File: src/rtl/ean13_bar_render_pkg.sv
// ean13_bar_render_pkg: EAN-13 code tables, guard patterns, module positions and FSM state type
// Holds package ean13_pkg, shared by the renderer top and the digit encoder.
package ean13_pkg;
    typedef enum logic [2:0] {S_IDLE, S_CHECK, S_CDIG, S_ENCODE, S_READY} state_t;
    typedef enum logic [1:0] {SET_L, SET_G, SET_R} set_t;
    // L-set codes, MSB is the leftmost module
    localparam logic [6:0] L_CODE [10] = '{7'b0001101, 7'b0011001, 7'b0010011, 7'b0111101, 7'b0100011,
                                            7'b0110001, 7'b0101111, 7'b0111011, 7'b0110111, 7'b0001011};
    // Left-half parity by leading digit: bit 5 = first left data digit, 1 selects the G set
    localparam logic [5:0] PARITY [10] = '{6'b000000, 6'b001011, 6'b001101, 6'b001110, 6'b010011,
                                           6'b011001, 6'b011100, 6'b010101, 6'b010110, 6'b011010};
    localparam logic [2:0] GUARD_SIDE = 3'b101;
    localparam logic [4:0] GUARD_MID  = 5'b01010;
    localparam int N_MOD      = 95;
    localparam int LEFT_BASE  = 3;
    localparam int MID_BASE   = 45;
    localparam int RIGHT_BASE = 50;
    localparam int END_BASE   = 92;

    function automatic logic [3:0] clamp_digit(input logic [3:0] d);
        return (d > 4'd9) ? 4'd0 : d;
    endfunction

    // First module of data digit k (1..12)
    function automatic logic [6:0] mod_base(input logic [3:0] k);
        return (k <= 4'd6) ? 7'(LEFT_BASE + 7 * (int'(k) - 1)) : 7'(RIGHT_BASE + 7 * (int'(k) - 7));
    endfunction
endpackage

File: src/rtl/ean13_bar_render_if.sv
// ean13_bar_render_if: digit load handshake, status flags and LCD scan/pixel signals
// master: digit source / LCD side (drives load, digits, loc_x, loc_y)
// slave : renderer (drives busy, ready, chk_err, bar_pixel)
interface ean13_bar_render_if;
    logic             load;
    logic [12:0][3:0] digits;
    logic             busy;
    logic             ready;
    logic             chk_err;
    logic [9:0]       loc_x;
    logic [9:0]       loc_y;
    logic             bar_pixel;

    modport master (output load, digits, loc_x, loc_y, input busy, ready, chk_err, bar_pixel);
    modport slave  (input load, digits, loc_x, loc_y, output busy, ready, chk_err, bar_pixel);
endinterface

File: src/rtl/ean13_bar_render_digit_enc.sv
// ean13_digit_enc: maps a digit and code set to its 7-module EAN-13 code (MSB = leftmost module)
// Ports: digit (0..9), set (L/G/R), code (7-bit pattern)
module ean13_digit_enc
    import ean13_pkg::*;
(
    input  logic [3:0] digit,
    input  set_t       set,
    output logic [6:0] code
);
    logic [6:0] l_code, r_code;

    assign l_code = L_CODE[digit];
    assign r_code = ~l_code;
    // G is the mirror image of R
    assign code = (set == SET_L) ? l_code :
                  (set == SET_R) ? r_code :
                  {r_code[0], r_code[1], r_code[2], r_code[3], r_code[4], r_code[5], r_code[6]};
endmodule

File: src/rtl/ean13_bar_render.sv
// ean13_bar_render: checks/encodes 13 EAN-13 digits into a 95-module pattern and renders it on the LCD scan
// Ports: clk, rst (sync, active high); bus (slave): load/digits in, busy/ready/chk_err out,
//        loc_x/loc_y scan position in, bar_pixel registered pixel out.
// Config: define CHECKSUM_FIX_EN to encode the computed check digit instead of digits[12].
module ean13_bar_render
    import ean13_pkg::*;
#(
    parameter logic [9:0] X0    = 10'd40,
    parameter logic [9:0] Y0    = 10'd2,
    parameter logic [9:0] BAR_H = 10'd16,
    parameter logic [3:0] MOD_W = 4'd4
) (
    input logic               clk,
    input logic               rst,
    ean13_bar_render_if.slave bus
);
    localparam logic [10:0] X_END = 11'(X0) + 11'(N_MOD * MOD_W);
    localparam logic [10:0] Y_END = 11'(Y0) + 11'(BAR_H);

    state_t           state, state_nx;
    logic [12:0][3:0] dig;
    logic [3:0]       idx, cur, enc_dig, chk;
    logic [7:0]       sum, rem;
    logic [5:0]       lead_par;
    set_t             enc_set;
    logic [6:0]       code;
    logic [N_MOD-1:0] pat;
    logic             busy, ready, chk_err, accept, in_win, bar_pixel;
    logic [3:0]       sub_cnt, cur_sub, sub_nx;
    logic [6:0]       mod_cnt, cur_mod, mod_nx;

    assign accept   = bus.load && (state == S_IDLE || state == S_READY);
    assign cur      = clamp_digit(dig[idx]);
    // sum is frozen after CHECK, so chk stays valid through CDIG and ENCODE
    assign rem      = sum % 8'd10;
    assign chk      = (rem == 8'd0) ? 4'd0 : 4'(8'd10 - rem);
`ifdef CHECKSUM_FIX_EN
    assign enc_dig  = (idx == 4'd12) ? chk : cur;
`else
    assign enc_dig  = cur;
`endif
    assign lead_par = PARITY[clamp_digit(dig[0])];
    assign enc_set  = (idx > 4'd6) ? SET_R : lead_par[3'(4'd6 - idx)] ? SET_G : SET_L;

    ean13_digit_enc u_enc (.digit(enc_dig), .set(enc_set), .code(code));

    always_ff @(posedge clk) begin
        if (rst) state <= S_IDLE;
        else     state <= state_nx;
    end

    always_comb begin
        state_nx = state;
        unique case (state)
            S_IDLE, S_READY: if (bus.load) state_nx = S_CHECK;
            S_CHECK:         if (idx == 4'd11) state_nx = S_CDIG;
            S_CDIG:          state_nx = S_ENCODE;
            S_ENCODE:        if (idx == 4'd12) state_nx = S_READY;
            default:         state_nx = S_IDLE;
        endcase
    end

    always_ff @(posedge clk) begin
        if (rst) begin
            dig     <= '0;
            idx     <= '0;
            sum     <= '0;
            pat     <= '0;
            busy    <= 1'b0;
            ready   <= 1'b0;
            chk_err <= 1'b0;
        end else begin
            // flags follow the state one edge late: busy from the edge after acceptance, ready 26 edges after
            busy  <= state inside {S_CHECK, S_CDIG, S_ENCODE};
            ready <= (state == S_READY) && !accept;
            if (accept) begin
                dig     <= bus.digits;
                idx     <= '0;
                sum     <= '0;
                chk_err <= 1'b0;
            end else if (state == S_CHECK) begin
                sum <= sum + (idx[0] ? 8'd3 * 8'(cur) : 8'(cur));
                if (dig[idx] > 4'd9) chk_err <= 1'b1;
                idx <= idx + 4'd1;
            end else if (state == S_CDIG) begin
                pat[0 +: 3]        <= GUARD_SIDE;
                pat[MID_BASE +: 5] <= GUARD_MID;
                pat[END_BASE +: 3] <= GUARD_SIDE;
                idx                <= 4'd1;
`ifndef CHECKSUM_FIX_EN
                if (dig[12] != chk) chk_err <= 1'b1;
`endif
            end else if (state == S_ENCODE) begin
                pat[mod_base(idx) +: 7] <= {code[0], code[1], code[2], code[3], code[4], code[5], code[6]};
                idx                     <= idx + 4'd1;
            end
        end
    end

    // Counters hold the module position of the next pixel; loc_x == X0 restarts them at module 0
    assign cur_sub = (bus.loc_x == X0) ? 4'd0 : sub_cnt;
    assign cur_mod = (bus.loc_x == X0) ? 7'd0 : mod_cnt;
    assign sub_nx  = (cur_sub == MOD_W - 4'd1) ? 4'd0 : cur_sub + 4'd1;
    assign mod_nx  = (cur_sub == MOD_W - 4'd1 && cur_mod != 7'(N_MOD)) ? cur_mod + 7'd1 : cur_mod;
    assign in_win  = (bus.loc_y >= Y0) && ({1'b0, bus.loc_y} < Y_END) &&
                     (bus.loc_x >= X0) && ({1'b0, bus.loc_x} < X_END) && (cur_mod < 7'(N_MOD));

    always_ff @(posedge clk) begin
        if (rst) begin
            sub_cnt   <= '0;
            mod_cnt   <= '0;
            bar_pixel <= 1'b0;
        end else begin
            sub_cnt   <= sub_nx;
            mod_cnt   <= mod_nx;
            bar_pixel <= ready && in_win && pat[cur_mod];
        end
    end

    assign bus.busy      = busy;
    assign bus.ready     = ready;
    assign bus.chk_err   = chk_err;
    assign bus.bar_pixel = bar_pixel;
endmodule

File: src/flat_wrapper.sv
// flat-port wrapper written by rule: the top's interface ports become plain ports
module ean13_bar_render_flat import ean13_pkg::*;
#(
    parameter logic [9:0] X0    = 10'd40,
    parameter logic [9:0] Y0    = 10'd2,
    parameter logic [9:0] BAR_H = 10'd16,
    parameter logic [3:0] MOD_W = 4'd4
)
  (clk, rst, bus_load, bus_digits, bus_loc_x, bus_loc_y, bus_busy, bus_ready, bus_chk_err, bus_bar_pixel);
  ean13_bar_render_if bus_i ();
  input logic clk;
  input logic rst;
  input wire logic [$bits(bus_i.load)-1:0] bus_load;
  input wire logic [$bits(bus_i.digits)-1:0] bus_digits;
  input wire logic [$bits(bus_i.loc_x)-1:0] bus_loc_x;
  input wire logic [$bits(bus_i.loc_y)-1:0] bus_loc_y;
  output wire logic [$bits(bus_i.busy)-1:0] bus_busy;
  output wire logic [$bits(bus_i.ready)-1:0] bus_ready;
  output wire logic [$bits(bus_i.chk_err)-1:0] bus_chk_err;
  output wire logic [$bits(bus_i.bar_pixel)-1:0] bus_bar_pixel;
  assign bus_i.load = bus_load;
  assign bus_i.digits = bus_digits;
  assign bus_i.loc_x = bus_loc_x;
  assign bus_i.loc_y = bus_loc_y;
  assign bus_busy = bus_i.busy;
  assign bus_ready = bus_i.ready;
  assign bus_chk_err = bus_i.chk_err;
  assign bus_bar_pixel = bus_i.bar_pixel;
  ean13_bar_render #(.X0(X0), .Y0(Y0), .BAR_H(BAR_H), .MOD_W(MOD_W)) u_core (.clk(clk), .rst(rst), .bus(bus_i));
endmodule
File: config.mk
export PLATFORM = sky130hd
export DESIGN_NAME = ean13_bar_render_flat
export DESIGN_NICKNAME = d
export VERILOG_FILES = /design/src/rtl/ean13_bar_render_pkg.sv /design/src/rtl/ean13_bar_render_if.sv /design/src/rtl/ean13_bar_render_digit_enc.sv /design/src/rtl/ean13_bar_render.sv /design/src/flat_wrapper.sv
export SDC_FILE = /design/constraint.sdc
export NUM_CORES = 1
export LEC_CHECK = 0
export BUFFER_PORTS_ARGS = -buffer_cell sky130_fd_sc_hd__buf_2
export CAP_MARGIN = 5
export CORE_UTILIZATION = 40
export DETAILED_ROUTE_END_ITERATION = 16
export GPL_TIMING_DRIVEN = 0
export PLACE_DENSITY = 0.66
export SLEW_MARGIN = 5
export SYNTH_ARGS = -nofsm -noshare
export SYNTH_HDL_FRONTEND = slang
export SYNTH_SLANG_ARGS = --single-unit
export TNS_END_PERCENT = 10
File: constraint.sdc
create_clock -name clk -period 5.24 [get_ports clk]
set_input_delay 0 -clock clk [delete_from_list [all_inputs] [get_ports clk]]
set_output_delay 0 -clock clk [all_outputs]
set_load 0.03 [all_outputs]
==> run summary, run 1 <==
FLOORPLANNING
--------------------------------------------------------------------------------
Die Outline Area                                                     32600 sq um
Effective utilization at floorplan                                         0.411
Vertical die dimension                                                    180 um
Boundary Pins                                                                 79
Die X-Extent                                                              180 um
Num rows                                                                      64
Core Region                                                          31000 sq um

TIMING
--------------------------------------------------------------------------------
Post-route fraction of the period consumed by the critical path             1.00
Pins over their slew limit                                                     0
RSZ-0062 raised after global routing                                        true
Final setup slack of the worst path                                   -0.0152 ns
Max Fclk                                                               0.190 GHz
Slew @ Worst Pin                                                         1.01 ns
Number of failing hold endpoints at the final stage                            0
Max transition margin                                                      0.324
Final critical delay including setup and external delays                 5.26 ns
Skew final                                                             0.0217 ns
Total of endpoints with negative setup slack in the final report               1
Tightest hold margin                                                   0.0272 ns

WORST SETUP PATH
--------------------------------------------------------------------------------
Register-to-register setup slack                                        -0.02 ns
Endpoint of the lowest-slack register-to-register path              u_core.pat[78]
Critical Path Max Stage Delay                                            0.52 ns
Launch instance of the worst register-to-register path              u_core.idx[1]
Worst reg2reg path depth                                                      25
Worst Path Max Fanout                                                         10
Type of destination of the critical path                               flip-flop
Required time reported for the critical path endpoint                    5.61 ns
Cell mode on critical path                                          sky130_fd_sc_hd__ha_4
CP max stage cell                                                   sky130_fd_sc_hd__fa_1
Path type of the worst setup path                                   flip-flop to flip-flop
Arrival time worst endpoint                                              5.63 ns
Crit start category                                                    flip-flop

CLOCK NETWORK
--------------------------------------------------------------------------------
Clock transition at path regs                                            0.08 ns
CTS Root Buffer Type                                                sky130_fd_sc_hd__clkbuf_16
CTS tree                                                                     yes
Number of sinks handled by clock tree synthesis                              177
Insertion delay to the later sink of the worst-skew pair                 0.46 ns
TritonCTS buffer count                                                        17
H-tree depth                                                                   4
Max Buffers Root-to-Sink                                                       2

YOSYS
--------------------------------------------------------------------------------
Cell types with the highest counts after synthesis                  236 x sky130_fd_sc_hd__nand2_1, 177 x sky130_fd_sc_hd__dfxtp_1, 154 x sky130_fd_sc_hd__a21oi_1, 146 x sky130_fd_sc_hd__nor2_1, 79 x sky130_fd_sc_hd__clkbuf_1
Main area contributors after synthesis                              sky130_fd_sc_hd__dfxtp_1 28%, sky130_fd_sc_hd__nand2_1 7.0%, sky130_fd_sc_hd__a21oi_1 6.1%, sky130_fd_sc_hd__nor2_1 4.3%, sky130_fd_sc_hd__ha_1 4.2%
Mean instance size in the synthesized netlist                         7.74 sq um
Syn nets                                                                    1771
Most numerous cell in the Yosys netlist                             sky130_fd_sc_hd__nand2_1
Gate count after technology mapping                                         1646
Sequential share of the synthesized area                                   0.278
Share of async-settable or async-resettable flops after synthesis              0
Number of library cell types mapped by synthesis                             113
Synth Register Bits                                                          177
Fraction of post-synthesis cell area in the top cell type by area          0.278
Post-Synthesis Cell Area                                             12700 sq um
Most used flip-flop cell after synthesis                            sky130_fd_sc_hd__dfxtp_1
Number of synthesized flops with an enable pin                                 0
Largest area contributor in the netlist                             sky130_fd_sc_hd__dfxtp_1
Syn. warnings                                                                  0

WORST HOLD PATH
--------------------------------------------------------------------------------
Hold depth                                                                     3
Min-Delay Startpoint                                                         rst
Hold Path Class                                                     primary input to flip-flop
Hold Path End                                                       u_core.idx[0]

ROUTING
--------------------------------------------------------------------------------
Via count                                                                  14400
Wirelength per Cell                                                      23.8 um
Number of remaining DRC errors                                                 0
Number of detailed-route iterations in the first pass                          6
Routed via count divided by cell count                                      6.37
Total length of routed wires                                            53800 um
Residual antenna-violating net count after detailed routing                    0
First-iteration detailed-routing DRC count                                  1473

RUN STATUS
--------------------------------------------------------------------------------
Run status                                                          finished with violations
Failing checks                                                      setup timing

PLACED DESIGN
--------------------------------------------------------------------------------
Routability congestion estimate                                            0.994
Port Buffers                                                                  77
Placed wire-length estimate after detailed placement                    38300 um
DP Worst Slack                                                          -1.52 ns
Instance count after placement with tap cells included                      2120

POWER
--------------------------------------------------------------------------------
Power per standard cell area                                         385 nW/um^2
Static leakage                                                           5.88 nW
Largest voltage drop on the vdd net                                     0.274 mV
Tot Pwr                                                                  6.38 mW

GLOBAL ROUTING
--------------------------------------------------------------------------------
Number of global-route vias before repair                                  13500
Wire length of the first global-routing pass                            81600 um
Antenna violations before repair                                               0
Remaining Overflow, GRT                                                        0
Maximum number of pins on one net before global-route repair                  18
Combined global-route utilization of all metal layers                      0.325

FINAL LAYOUT
--------------------------------------------------------------------------------
NumNets Final                                                               1981
Area growth from synthesis to layout                                       30.1%
Antenna cells                                                                  0
Non-filler cells, final                                                     2265
Layout cell share with drive strength beyond 1                             0.222
Final-layout fill cell count                                                2868
Fraction of the core area covered by cells at the end of the flow          0.535

JOB
--------------------------------------------------------------------------------
Count of max-cap constraint violations                                         0

-- sequential cells by signal (all words and copies together) (netlist names), 3 cells and up --
register and count:
u_core.dig 52, u_core.idx 4, u_core.mod_cnt 7, u_core.pat 95
u_core.state 3, u_core.sub_cnt 4, u_core.sum 8
-- power by group --
group	switching (mW)	internal [mW]	total, mW
sequential	0.0226	1.37	1.40
clock	0.641	0.723	1.36
combinational	2.48	1.14	3.62
-- cell usage in the layout, fill, tap and decap left out, types with 48 or more instances in the layout --
cell	instances
sky130_fd_sc_hd__o21ai_0	53
sky130_fd_sc_hd__nand3_1	48
sky130_fd_sc_hd__a21oi_1	140
sky130_fd_sc_hd__nor2_1	129
sky130_fd_sc_hd__a211oi_1	59
sky130_fd_sc_hd__buf_4	54
sky130_fd_sc_hd__buf_2	88
sky130_fd_sc_hd__clkbuf_1	73
sky130_fd_sc_hd__dlygate4sd3_1	53
sky130_fd_sc_hd__dfxtp_1	175
sky130_fd_sc_hd__nand2_1	232
-- final cells by class --
cell class | instances | area (sq um) | area share
Buffer | 112 | 626 | 0.0378
Clock buffer | 19 | 433 | 0.0261
Clock inverter | 13 | 168 | 0.0101
Inverter | 38 | 158 | 0.00952
Multi-Input combinational cell | 1316 | 9620 | 0.581
Sequential cell | 177 | 3550 | 0.214
Tap cell | 396 | 495 | 0.0299
Timing Repair Buffer | 194 | 1520 | 0.0915
-- stage by stage --
step / TNS, ns / area (sq um)
5_1_grt: -4.54 / 16600
3_3_place_gp: -92.24 / 13700
6_report: -0.0152 / 16600
2_1_floorplan: 0 / 12800
4_1_cts: -0.0326 / 16000
3_5_place_dp: -94.07 / 13700
-- timing repair --
item | in CTS | in global routing
resized for setup | 183 | 84
pin swaps | 31 | 28
gates cloned | 4 | 0
hold buffers | 53 | 0
hold endpoints to repair | 53 | 0
endpoints found under the setup margin | 95 | 95
setup buffers | 34 | 26
-- worst max-delay path by stage --
stage | startpoint | to | slack [ns] | cells past startpoint
6_report | u_core.idx[1] | u_core.pat[78] | -0.02 | 25
5_1_grt | u_core.idx[2] | u_core.pat[43] | -0.14 | 26
4_1_cts | u_core.idx[0] | u_core.pat[63] | -0.01 | 27
3_5_place_dp | u_core.idx[0] | u_core.pat[31] | -1.52 | 20
3_3_place_gp | u_core.idx[0] | u_core.pat[31] | -1.51 | 20
2_1_floorplan | u_core.idx[0] | u_core.pat[14] | 0.009 | 21
-- cells by family after synthesis --
family | share of synthesized area
buf+inv | 0.0511
fa+ha+maj | 0.0532
compound gates | 0.301
xor+xnor | 0.0346
flops | 0.278
simple gates | 0.232
mux | 0.0494
-- routing by layer --
metal  share of wire  up-vias  GRT usage
met5               0        -          0
met4           0.052        0      0.165
met3           0.086      188     0.0614
met2            0.45      771      0.512
met1            0.41     6902      0.424
li1                -     6562          -
-- critical path, delay by kind of cell, from the launching register on --
kind / cells / cell delay [ns]
AOI/OAI and AO/OA: 4 / 0.48
adders and majority gates: 5 / 1.50
buffers and inverters: 9 / 1.17
DFF: 1 / 0.36
and+or+nand+nor: 5 / 1.28
xor gates and xnor gates: 2 / 0.36
No activity file was read; power rests on OpenSTA's default activity.
==> run 2, diff against run 1 <==
SLEW_MARGIN = 20   (was 5)
SYNTH_HIERARCHICAL = 1   (was default)
TNS_END_PERCENT = default   (was 10)
==> run summary, run 2 <==
GLOBAL ROUTING
-------------------------------------------------------------------------------------
Remaining Overflow, GRT                                                             0   unchanged
Combined global-route utilization of all metal layers                           0.305   -0.0199
Antenna violations before repair                                                    2   +2
Number of global-route vias before repair                                       12500   -7.0%
Wire length of the first global-routing pass                                 73400 um   -10%
Maximum number of pins on one net before global-route repair                       20   +2

ROUTING
-------------------------------------------------------------------------------------
Residual antenna-violating net count after detailed routing                         0   unchanged
Via count                                                                       13500   -6.4%
Number of remaining DRC errors                                                      0   unchanged
Routed via count divided by cell count                                           6.25   -1.9%
Total length of routed wires                                                 48900 um   -9.2%
First-iteration detailed-routing DRC count                                       1582   +7.4%
Wirelength per Cell                                                           22.6 um   -4.8%
Number of detailed-route iterations in the first pass                               9   +3

FINAL LAYOUT
-------------------------------------------------------------------------------------
Commonest cells after routing, fill and taps aside                       212 x sky130_fd_sc_hd__nand2_1, 173 x sky130_fd_sc_hd__dfxtp_1, 154 x sky130_fd_sc_hd__a21oi_1, 110 x sky130_fd_sc_hd__nor2_1, 82 x sky130_fd_sc_hd__buf_2
Most frequent standard cell in the layout excluding fill and tap cells   sky130_fd_sc_hd__nand2_1
Largest Register                                                           u_core/pat
Storage element area                                                       3550 sq um   about the same
Final-layout fill cell count                                                     2849   -0.66%
Fraction of the core area covered by cells at the end of the flow               0.516   -0.0184
Area growth from synthesis to layout                                            26.9%
Area of the multi-input gates                                              9090 sq um   -5.5%
Layout cell share with drive strength beyond 1                                  0.212   -0.00994
NumNets Final                                                                    1881   -5.0%
Largest registers in the final layout                                    u_core/pat x95, u_core/dig x52, u_core/sum x8
Max reg flops                                                                      95   unchanged

YOSYS
-------------------------------------------------------------------------------------
Mean instance size in the synthesized netlist                              7.98 sq um   +3.2%
Largest area contributor in the netlist                                  sky130_fd_sc_hd__dfxtp_1
Most numerous cell in the Yosys netlist                                  sky130_fd_sc_hd__nand2_1
Number of library cell types mapped by synthesis                                   94   -17%
Share of async-settable or async-resettable flops after synthesis                   0   unchanged
Fraction of post-synthesis cell area in the top cell type by area               0.285   +0.00646
Syn nets                                                                         1690   -4.6%
Cell types with the highest counts after synthesis                       216 x sky130_fd_sc_hd__nand2_1, 177 x sky130_fd_sc_hd__dfxtp_1, 159 x sky130_fd_sc_hd__a21oi_1, 119 x sky130_fd_sc_hd__nor2_1, 76 x sky130_fd_sc_hd__clkbuf_1
Post-Synthesis Cell Area                                                  12400 sq um   -2.3%
Syn. warnings                                                                       6   +6
Sequential share of the synthesized area                                        0.285   +0.00646
Number of synthesized flops with an enable pin                                      0   unchanged
Synth Register Bits                                                               177   unchanged
Main area contributors after synthesis                                   sky130_fd_sc_hd__dfxtp_1 28%, sky130_fd_sc_hd__nand2_1 6.5%, sky130_fd_sc_hd__a21oi_1 6.4%, sky130_fd_sc_hd__mux2i_1 6.0%, sky130_fd_sc_hd__ha_1 4.7%
Most used flip-flop cell after synthesis                                 sky130_fd_sc_hd__dfxtp_1
Gate count after technology mapping                                              1559   -5.3%

CLOCK NETWORK
-------------------------------------------------------------------------------------
TritonCTS buffer count                                                             17   unchanged
H-tree depth                                                                        4   unchanged
CTS tree                                                                          yes
Number of sinks handled by clock tree synthesis                                   177   unchanged
Clock transition at path regs                                                 0.08 ns   about the same
Insertion delay to the later sink of the worst-skew pair                      0.46 ns   about the same
Max Buffers Root-to-Sink                                                            2   unchanged
CTS Root Buffer Type                                                     sky130_fd_sc_hd__clkbuf_16

FLOORPLANNING
-------------------------------------------------------------------------------------
Boundary Pins                                                                      79   unchanged
Vertical die dimension                                                         178 um   -1.1%
Die Outline Area                                                          31800 sq um   -2.2%
Die X-Extent                                                                   178 um   -1.1%
Core Region                                                               30600 sq um   -1.3%
Effective utilization at floorplan                                              0.407   -0.00407
Num rows                                                                           64   unchanged

TIMING
-------------------------------------------------------------------------------------
Slew @ Worst Pin                                                              1.02 ns   +0.0110 ns
Post-route fraction of the period consumed by the critical path                 0.981   -0.0219
RSZ-0062 raised after global routing                                             true
Max transition margin                                                           0.322   -0.00163
Total of endpoints with negative setup slack in the final report                    0   -1
Pins over their slew limit                                                          0   unchanged
Final setup slack of the worst path                                         0.0994 ns   +0.115 ns
Number of failing hold endpoints at the final stage                                 0   unchanged
Skew final                                                                  0.0272 ns   +0.00558 ns
Final critical delay including setup and external delays                      5.14 ns   -0.115 ns
Max Fclk                                                                    0.195 GHz   +2.2%

POWER
-------------------------------------------------------------------------------------
Part of the power in registers                                                  0.161   -0.058
Tot Pwr                                                                       8.88 mW   +39%
Static leakage                                                                5.81 nW   -1.2%
Power per standard cell area                                              562 nW/um^2   +46%
Largest voltage drop on the vdd net                                          0.445 mV   +62%
Cell-internal power                                                           4.05 mW   +25%
Net switching power                                                           4.82 mW   +53%
Part of the power in combinational logic                                        0.687   +0.120
Proportion of power drawn by the clock network                                  0.152   -0.062
Switch share                                                                    0.543   +0.0502

WORST HOLD PATH
-------------------------------------------------------------------------------------
Hold Path Class                                                          primary input to flip-flop

WORST SETUP PATH
-------------------------------------------------------------------------------------
Worst Path Max Fanout                                                              10   unchanged
Arrival time worst endpoint                                                   5.52 ns   -0.11 ns
Crit start category                                                         flip-flop
Path type of the worst setup path                                        flip-flop to flip-flop
Required time reported for the critical path endpoint                         5.62 ns   about the same
Type of destination of the critical path                                    flip-flop

PLACED DESIGN
-------------------------------------------------------------------------------------
Routability congestion estimate                                                  1.01   +1.3%
Port Buffers                                                                       77   unchanged
Placed wire-length estimate after detailed placement                         35100 um   -8.3%
DP Worst Slack                                                               -1.58 ns   -0.0532 ns

RUN STATUS
-------------------------------------------------------------------------------------
Run status                                                               finished, final reports clean

JOB
-------------------------------------------------------------------------------------
Count of max-cap constraint violations                                              0   unchanged

run 2: kinds of logic (layout without fill, tap and decap cells):
group	Yosys count	after routing	synth area share
flip-flops	177	177	0.285
other	0	2	0
adder cells (fa/ha/maj)	56	56	0.0617
XOR/XNOR	54	55	0.0403
multiplexers	112	113	0.111
AND/OR/NAND/NOR	571	571	0.218
AO/OA/AOI/OAI	438	438	0.234
buffers and inverters	151	353	0.0502
run 2: cell type report:
class	count	area share
antenna	2	0.000317
timing repair buffer	172	0.0808
clock inverter	15	0.0118
multi-input combinational	1233	0.576
inverter	51	0.0127
tap	396	0.0314
clock buffer	17	0.0269
sequential	177	0.225
buffer	98	0.0352
run 2: final timing paths:
| kind | from | endpoint | slack [ns] | cells after the start |
|---|---|---|---|---|
| worst max-delay path | u_core/idx[1] | u_core/pat[60] | 0.1 | 18 |
| worst min register to register | u_core/dig[6] | u_core/dig[6] | 0.46 | 2 |
| worst min-delay path | bus_loc_y[6] | u_core/bus.bar_pixel | 0.008 | 6 |
| worst max register to register | u_core/idx[1] | u_core/pat[60] | 0.1 | 18 |
run 2: worst max-delay path, stage by stage, from the launching register on:
cell and delay (ns):
sky130_fd_sc_hd__dfxtp_4 0.40, sky130_fd_sc_hd__buf_12 0.15, sky130_fd_sc_hd__clkinvlp_4 0.17, sky130_fd_sc_hd__ha_4 0.32, sky130_fd_sc_hd__clkbuf_4 0.21, sky130_fd_sc_hd__inv_2 0.11
sky130_fd_sc_hd__ha_1 0.29, sky130_fd_sc_hd__fa_1 0.44, sky130_fd_sc_hd__ha_1 0.45, sky130_fd_sc_hd__inv_1 0.07, sky130_fd_sc_hd__a211o_1 0.23, sky130_fd_sc_hd__o32ai_1 0.38
sky130_fd_sc_hd__nor2_2 0.19, sky130_fd_sc_hd__clkbuf_2 0.29, sky130_fd_sc_hd__nor2_2 0.39, sky130_fd_sc_hd__a2bb2oi_1 0.17, sky130_fd_sc_hd__nor2_2 0.44, sky130_fd_sc_hd__nand3_1 0.21
sky130_fd_sc_hd__a21oi_1 0.16
run 2: what timing repair did:
item,in CTS,in global routing
cloned,2,1
gates resized for setup,144,60
hold buffers,53,0
setup buffers,29,11
endpoints found under the setup margin,95,95
endpoints found under the hold margin,53,0
pin swaps,15,15
run 2: per-layer routing:
metal / global-route usage / wire length [um] / vias to the layer above
met5: 0 / 0 / -
met4: 0.115 / 1660 / 0
met3: 0.0725 / 5290 / 135
met2: 0.495 / 22300 / 820
met1: 0.390 / 19600 / 6422
li1: - / - / 6119
run 2: per-stage QoR:
step	cells	setup TNS [ns]	instance area, sq um	hold WS [ns]
after floorplan	1559	0	12500	0.136
after global placement	2032	-113.84	13300	0.244
after detailed placement	2033	-117.05	13400	0.248
after CTS	2148	-0.0838	15500	0.000134
after global routing	2159	-0.230	15800	0.0611
final	2161	0	15800	0.00768
run 2: power groups by stage:
stage,sequential (mW),clock [mW],combinational [mW]
4_1_cts,1.42,1.36,5.45
6_report,1.43,1.35,6.10
3_5_place_dp,1.46,0,4.26
2_1_floorplan,1.45,0,2.78
5_1_grt,1.43,1.41,6.23
3_3_place_gp,1.45,0,4.27
